`config.mk`:
```
export PLATFORM = sky130hd
export DESIGN_NAME = unidade_busca_flat
export DESIGN_NICKNAME = d
export VERILOG_FILES = /design/src/rtl/unidade_busca_if.sv /design/src/rtl/unidade_busca.sv /design/src/flat_wrapper.sv
export SDC_FILE = /design/constraint.sdc
export NUM_CORES = 1
export LEC_CHECK = 0
export CAP_MARGIN = 10
export CORE_MARGIN = 4
export CORE_UTILIZATION = 51
export CTS_BUF_LIST = sky130_fd_sc_hd__clkbuf_8
export DETAILED_ROUTE_END_ITERATION = 10
export PLACE_DENSITY = 0.87
export SKIP_CTS_REPAIR_TIMING = 1
export SLEW_MARGIN = 20
export SYNTH_ARGS = -nofsm -noshare
export SYNTH_HDL_FRONTEND = slang
export SYNTH_SLANG_ARGS = --single-unit
```
`constraint.sdc`:
```
create_clock -name clock -period 5.7 [get_ports clock]
set_clock_uncertainty 0.1 [all_clocks]
set_input_delay 1.71 -clock clock [delete_from_list [all_inputs] [get_ports clock]]
set_output_delay 1.71 -clock clock [all_outputs]
set_load 0.05 [all_outputs]
```
`src/rtl/unidade_busca_if.sv`:
```
// Fetch/decode bundle: instruction-memory handshake, pipeline control, decoded outputs.
// Memory side: memReq/memEndereco out, memAck/memDado in (data valid with ack).
// Pipeline side: stall/desvio/alvoDesvio in; instrucao/opcode/reg1/reg2/regWrite/valido/pc out.
interface unidade_busca_if;
   // pipeline control from downstream/execute
   logic       stall;
   logic       desvio;
   logic [7:0] alvoDesvio;
   // instruction memory handshake
   logic       memReq;
   logic [7:0] memEndereco;
   logic       memAck;
   logic [7:0] memDado;
   // decoded instruction towards the register bank
   logic [7:0] instrucao;
   logic [3:0] opcode;
   logic [1:0] reg1;
   logic [1:0] reg2;
   logic       regWrite;
   logic       valido;
   logic [7:0] pc;

   // master: the fetch unit itself
   modport master (
      input  stall, desvio, alvoDesvio, memAck, memDado,
      output memReq, memEndereco, instrucao, opcode, reg1, reg2, regWrite, valido, pc
   );

   // slave: memory + pipeline environment around the fetch unit
   modport slave (
      output stall, desvio, alvoDesvio, memAck, memDado,
      input  memReq, memEndereco, instrucao, opcode, reg1, reg2, regWrite, valido, pc
   );
endinterface

```
`src/rtl/unidade_busca.sv`:
```
// Instruction fetch/decode stage of the nRISC core, feeding the register bank.
// Latency: 2 cycles per instruction minimum (BUSCA with same-cycle ack, then EMITE); +1 per memory wait cycle.
// Backpressure: stall holds the instruction in EMITE with no new request; desvio overrides stall.
// Ports: clock/reset (async, active-high); bus (master modport) carries memReq/memEndereco/
//        memAck/memDado, stall/desvio/alvoDesvio, and instrucao/opcode/reg1/reg2/regWrite/valido/pc.
module unidade_busca #(
   parameter logic [7:0] RESET_PC = 8'h00
) (
   input  logic              clock,
   input  logic              reset,
   unidade_busca_if.master   bus
);

   typedef enum logic [1:0] {
      BUSCA    = 2'd0,   // request outstanding at pc_busca_q
      EMITE    = 2'd1,   // instrucao_q is live, no request
      DESCARTE = 2'd2    // old request still outstanding, its data will be dropped
   } estado_t;

   estado_t    estado_q, estado_d;
   logic [7:0] pc_busca_q, pc_busca_d;    // next fetch address
   logic [7:0] end_pend_q, end_pend_d;    // address of a request made obsolete by desvio
   logic [7:0] instrucao_q, instrucao_d;
   logic [7:0] pc_q, pc_d;

   // ---------------------------------------------------------------
   // State register
   // ---------------------------------------------------------------
   always_ff @(posedge clock or posedge reset) begin
      if (reset) begin
         estado_q    <= BUSCA;
         pc_busca_q  <= RESET_PC;
         end_pend_q  <= RESET_PC;
         instrucao_q <= 8'h00;
         pc_q        <= 8'h00;
      end else begin
         estado_q    <= estado_d;
         pc_busca_q  <= pc_busca_d;
         end_pend_q  <= end_pend_d;
         instrucao_q <= instrucao_d;
         pc_q        <= pc_d;
      end
   end

   // ---------------------------------------------------------------
   // Next-state logic
   // ---------------------------------------------------------------
   always_comb begin
      estado_d    = estado_q;
      pc_busca_d  = pc_busca_q;
      end_pend_d  = end_pend_q;
      instrucao_d = instrucao_q;
      pc_d        = pc_q;

      case (estado_q)
         BUSCA: begin
            if (bus.desvio) begin
               pc_busca_d = bus.alvoDesvio;
               if (!bus.memAck) begin
                  // The request cannot be withdrawn: keep driving its
                  // address until the memory answers, then drop the data.
                  end_pend_d = pc_busca_q;
                  estado_d   = DESCARTE;
               end
               // desvio with ack: data dropped, new request next cycle
            end else if (bus.memAck) begin
               instrucao_d = bus.memDado;
               pc_d        = pc_busca_q;
               pc_busca_d  = pc_busca_q + 8'd1;   // wraps 0xFF -> 0x00
               estado_d    = EMITE;
            end
         end

         EMITE: begin
            if (bus.desvio) begin
               pc_busca_d = bus.alvoDesvio;
               estado_d   = BUSCA;
            end else if (!bus.stall) begin
               estado_d   = BUSCA;
            end
         end

         DESCARTE: begin
            // Later branches only retarget the next fetch; the pending
            // address on the bus stays put.
            if (bus.desvio) begin
               pc_busca_d = bus.alvoDesvio;
            end
            if (bus.memAck) begin
               estado_d = BUSCA;
            end
         end

         default: begin
            estado_d = BUSCA;
         end
      endcase
   end

   // ---------------------------------------------------------------
   // Outputs
   // ---------------------------------------------------------------
   always_comb begin
      bus.memReq      = 1'b0;
      bus.memEndereco = pc_busca_q;
      bus.valido      = 1'b0;

      case (estado_q)
         BUSCA: begin
            bus.memReq = 1'b1;
         end
         EMITE: begin
            bus.valido = 1'b1;
         end
         DESCARTE: begin
            bus.memReq      = 1'b1;
            bus.memEndereco = end_pend_q;
         end
         default: begin
            bus.memReq = 1'b0;
         end
      endcase

      // State already reads BUSCA while reset is held; the request must
      // not appear until reset is released.
      if (reset) begin
         bus.memReq = 1'b0;
      end
   end

   assign bus.instrucao = instrucao_q;
   assign bus.pc        = pc_q;
   assign bus.opcode    = instrucao_q[7:4];
   assign bus.reg1      = instrucao_q[3:2];
   assign bus.reg2      = instrucao_q[1:0];

   // Opcodes 0x0-0x7 write reg1. The pulse lands in the single EMITE
   // cycle where the instruction is released downstream, so a stalled
   // or killed instruction never writes.
   assign bus.regWrite = (estado_q == EMITE) & ~instrucao_q[7] & ~bus.stall & ~bus.desvio;

endmodule
```
`src/flat_wrapper.sv`:
```
// flat-port wrapper written by rule: the top's interface ports become plain ports
module unidade_busca_flat 
#(
   parameter logic [7:0] RESET_PC = 8'h00
)
  (clock, reset, bus_stall, bus_desvio, bus_alvoDesvio, bus_memAck, bus_memDado, bus_memReq, bus_memEndereco, bus_instrucao, bus_opcode, bus_reg1, bus_reg2, bus_regWrite, bus_valido, bus_pc);
  unidade_busca_if bus_i ();
  input  logic clock;
  input  logic reset;
  input wire logic [$bits(bus_i.stall)-1:0] bus_stall;
  input wire logic [$bits(bus_i.desvio)-1:0] bus_desvio;
  input wire logic [$bits(bus_i.alvoDesvio)-1:0] bus_alvoDesvio;
  input wire logic [$bits(bus_i.memAck)-1:0] bus_memAck;
  input wire logic [$bits(bus_i.memDado)-1:0] bus_memDado;
  output wire logic [$bits(bus_i.memReq)-1:0] bus_memReq;
  output wire logic [$bits(bus_i.memEndereco)-1:0] bus_memEndereco;
  output wire logic [$bits(bus_i.instrucao)-1:0] bus_instrucao;
  output wire logic [$bits(bus_i.opcode)-1:0] bus_opcode;
  output wire logic [$bits(bus_i.reg1)-1:0] bus_reg1;
  output wire logic [$bits(bus_i.reg2)-1:0] bus_reg2;
  output wire logic [$bits(bus_i.regWrite)-1:0] bus_regWrite;
  output wire logic [$bits(bus_i.valido)-1:0] bus_valido;
  output wire logic [$bits(bus_i.pc)-1:0] bus_pc;
  assign bus_i.stall = bus_stall;
  assign bus_i.desvio = bus_desvio;
  assign bus_i.alvoDesvio = bus_alvoDesvio;
  assign bus_i.memAck = bus_memAck;
  assign bus_i.memDado = bus_memDado;
  assign bus_memReq = bus_i.memReq;
  assign bus_memEndereco = bus_i.memEndereco;
  assign bus_instrucao = bus_i.instrucao;
  assign bus_opcode = bus_i.opcode;
  assign bus_reg1 = bus_i.reg1;
  assign bus_reg2 = bus_i.reg2;
  assign bus_regWrite = bus_i.regWrite;
  assign bus_valido = bus_i.valido;
  assign bus_pc = bus_i.pc;
  unidade_busca #(.RESET_PC(RESET_PC)) u_core (.clock(clock), .reset(reset), .bus(bus_i));
endmodule
```
**Word level (Yosys, flattened, before mapping)**

Index checks and enable logic that the tools add are counted.

- Register bits after elaboration: 34
- Input bits: 21
- Output and inout port bits: 35
- Logic and storage cells: 43

- $add $sub $neg: 1
- Eq/ne operators: 7
- Muxes and demuxes: 15
- Bitwise gates (word level): 7
- Reductions and logical operators: 8

Operators by type and width:

| cell | number |
|---|---|
| 8-bit two-way mux | 4 |
| 8-bit case mux with 2 select lines | 1 |
| 2-bit two-way mux | 6 |
| 3-bit != test, second input constant | 3 |
| 3-bit AND reduction | 3 |
| 8-bit by 1-bit adder with 8-bit output, second input constant | 1 |
| 2-bit case mux with 3 select lines | 1 |
| 1-bit inverter | 4 |
| 4-bit AND reduction | 1 |
| 2-bit OR reduction | 2 |
| 1-bit bitwise AND | 3 |
| 1-bit two-way mux | 3 |
| 2-bit by 1-bit == test with 1-bit output, second input constant | 1 |
| 2-bit == test, second input constant | 1 |
| 2-bit zero test | 1 |
| 2-bit by 1-bit != test with 1-bit output, second input constant | 1 |
| 2-bit != test, second input constant | 1 |
| 2-bit nonzero test | 1 |

**Longest topological paths before layout**

- Depth after elaboration: 4
- Gate-level depth with buffers: 7

**Least setup slack after synthesis**

No wires, ideal clock.

- Path kind: input port to output port
- Start: in bus_desvio
- End: out bus_regWrite
- Data arrival time: 3494 ps
- Data required time: 3890 ps
- Setup slack: 396 ps
- Stages: 2
- Path buffers: 1
- Cells stage by stage: buf_6 > nor4b_1

- Longest elaborated chain between the ends: 2

Ends and longest elaborated chain:

| item | RTL line | RTL |
|---|---|---|
| start, declared | flat_wrapper.sv:11 | `input wire logic [$bits(bus_i.desvio)-1:0] bus_desvio;` |
| 1-bit inverter (no source line) | -- |  |
| 1-bit bitwise AND | unidade_busca.sv:140 | `assign bus.regWrite = (estado_q == EMITE) & ~instrucao_q[7] & ~bus.stall & ~bus.desvio;` |
| end, declared | flat_wrapper.sv:21 | `output wire logic [$bits(bus_i.regWrite)-1:0] bus_regWrite;` |

No other way between the ends.

**Final worst setup path**

- Start: in reset
- End: out bus_memReq

- Longest elaborated chain between the ends: 1

Ends and longest elaborated chain:

| item | RTL line | RTL |
|---|---|---|
| start, declared | flat_wrapper.sv:9 | `input logic reset;` |
| 1-bit two-way mux | unidade_busca.sv:126 | `if (reset) begin` |
| end, declared | flat_wrapper.sv:15 | `output wire logic [$bits(bus_i.memReq)-1:0] bus_memReq;` |

No other way between the ends.

==> impl_metrics.tcl <==
set metrics [dict create \
    outcome "finished clean" \
    syn_inst 157 \
    grt_pass1_wl_um 7160 \
    fin_setup_tns_ns 0 \
    setup_ws_ns 0.799 \
    holdPathStages 2 \
    yosys_warnings 0 \
    critPathMaxFanout 2 \
    fin_crit_sh 0.860 \
    end_kind "primary output" \
    drt_iter0_drc 108 \
    dieHeight_um 66.3 \
    yosysTopAreaCellShare 0.490 \
    worstPathRequired_ns 3.89 \
    postSynthRegisterBits 34 \
    seq_area_frac_synth 0.490 \
    netlist_area_sq_mm 0.00174 \
    clock-sinks 34 \
    slowest_delay_ns 0.83 \
    cts_root_buf "clkbuf_8" \
    cts_buffers 5 \
    max_cap_violations 0 \
    tightest_slew_ns 0.906 \
    worstPathCellList "clkdlybuf4s50_1, nor2_1, clkdlybuf4s50_1" \
    fill_cells 225 \
    synth.avg_cell_area_sq_um 11.1 \
    fmaxAchievable_mhz 204 \
    grt_max_degree 29 \
    htreeDepth 2 \
    ant_nets 0 \
    die_w_um 66.3 \
    synth_area_leaders "dfrtp_1 (49%), mux2_2 (14%), o21ai_0 (3.7%)" \
    syn2layout_area_growth_pct 34.6 \
    critPathMostFrequentCell "clkdlybuf4s50_1" \
    setup_viol 0 \
    async_reset_ff_frac 1.00 \
    portBuffers 55 \
    wl_per_cell_um 17.3 \
    nNetsFinal 232 \
    ys_types 37 \
    clock_path_buffers 2 \
    avgViaCountPerCell 5.57 \
    synth_edf_count 0 \
    critPathLaunchType "input pin" \
    drt-total-wl_um 4350 \
    synth_nets 183 \
    fin_crit_ns 4.90 \
    hold_path.class "flop to flop" \
    ys.flop_type "dfrtp_1" \
    core_sq_mm 0.00315 \
    antenna_found_initial 0 \
    clk_transition_reported_paths_ns 0.07 \
    hold_viol 0 \
    holdWs_ns 0.383 \
    io_pins 56 \
    vias 1398 \
    dpl.hpwl_um 3180 \
    synth.most_common_cell "dfrtp_1" \
    antenna_cells 0 \
    cp_num_cells 3 \
    max_slew_margin 0.394 \
    cp_num_buf_inv 2 \
    grt_pass1_vias 1451 \
    drtPass1Iterations 4 \
    slew_violations 0 \
    clk-insertion-delay-late_ns 0.28 \
    drive_gt1_frac 0.164 \
    cp_top_family "buffers and inverters" \
    overflow 0 \
    route.detailed.drc 0 \
    synth_common_cells "dfrtp_1 (34), mux2_2 (21), nand2_1 (15), o21ai_0 (13)" \
    crit_arrival_ns 3.09 \
    rows 20 \
    gp_congestion 0.903 \
    rsz0062_at_grt "no" \
    reg2regPathDepth 4 \
    yosysTopAreaCell "dfrtp_1" \
    initial_core_util 0.550 \
    cp_slowest_cell "clkdlybuf4s50_1" \
    dp_slack_ns 0.815 \
    track_usage 0.220 \
    cts_tree "done" \
    criticalPathCategory "input pin to primary output" \
    dieArea_sq_mm 0.00440 \
]
-- layout by cell type (no fill, tap or decap), types with 3 or more instances in the layout --
| cell | count |
|---|---|
| a21oi_1 | 6 |
| clkbuf_8 | 6 |
| clkdlybuf4s50_1 | 54 |
| dfrtp_1 | 34 |
| ha_1 | 5 |
| inv_1 | 9 |
| mux2_2 | 21 |
| mux2i_1 | 3 |
| nand2_1 | 15 |
| nand3_1 | 4 |
| nor2_1 | 4 |
| o21ai_0 | 13 |
| or2_1 | 3 |
-- routing by layer --
metal | routed length (um) | global-route usage | vias up
met1 | 1650 | 0.246 | 691
met3 | 217 | 0.0357 | 9
met4 | 84 | 0.0990 | 0
met2 | 2390 | 0.403 | 50
met5 | 0 | 0 | -
li1 | - | - | 648
-- registers in the layout (all words and copies together), names as in the netlist --
register	flops
u_core.pc_busca_q	8
u_core.bus.pc	8
u_core.bus.instrucao	8
u_core.estado_q	2
u_core.end_pend_q	8
-- per-stage QoR --
step / instance area [sq um] / utilization / std cells
2_1_floorplan: 1740 / - / 157
3_3_place_gp: 2240 / 0.712 / 243
3_5_place_dp: 2240 / 0.712 / 243
4_1_cts: 2340 / 0.741 / 251
5_1_grt: 2340 / 0.741 / 251
6_report: 2340 / 0.741 / 251
-- worst reg2reg max path: cells and delay by family, from the launching register on --
family / cells / cell delay, ns
fa+ha+maj: 1 / 0.25
buf+inv: 1 / 0.12
flops: 1 / 0.41
mux: 1 / 0.57
simple gates: 1 / 0.67
-- area by class of cell --
cell class / count / area [sq um] / share of cell area
Sequential cell: 34 / 851 / 0.364
Multi-Input combinational cell: 101 / 753 / 0.322
Timing Repair Buffer: 56 / 556 / 0.238
Clock buffer: 6 / 82.6 / 0.0354
Tap cell: 44 / 55.1 / 0.0236
Inverter: 8 / 30.0 / 0.0129
Clock inverter: 2 / 8.76 / 0.00375
-- worst paths after layout --
kind | from | to | slack (ns)
min in group asynchronous | reset | u_core.estado_q[1]$_DFFE_PP0P_ | 1.60
worst min-delay path | u_core.bus.pc[5]$_DFFE_PP0P_ | u_core.bus.pc[5]$_DFFE_PP0P_ | 0.38
worst max-delay path | reset | bus_memReq | 0.80
worst min register to register | u_core.bus.pc[5]$_DFFE_PP0P_ | u_core.bus.pc[5]$_DFFE_PP0P_ | 0.38
max in group asynchronous | reset | u_core.pc_busca_q[0]$_DFFE_PP0P_ | 3.27
worst max register to register | u_core.estado_q[1]$_DFFE_PP0P_ | u_core.bus.instrucao[6]$_DFFE_PP0P_ | 3.46
-- cell families (layout without fill, tap and decap cells) --
family          after synthesis  after routing  share of synthesized area
compound gates               35             35                      0.134
fa+ha+maj                     5              5                     0.0360
buf+inv                      22             72                     0.0757
flops                        34             34                      0.490
mux                          26             26                      0.167
simple gates                 35             35                     0.0973
Power is left out: the tool's default activity adds up to more than one toggle a clock period on the data nets, which glitch-free logic cannot reach.
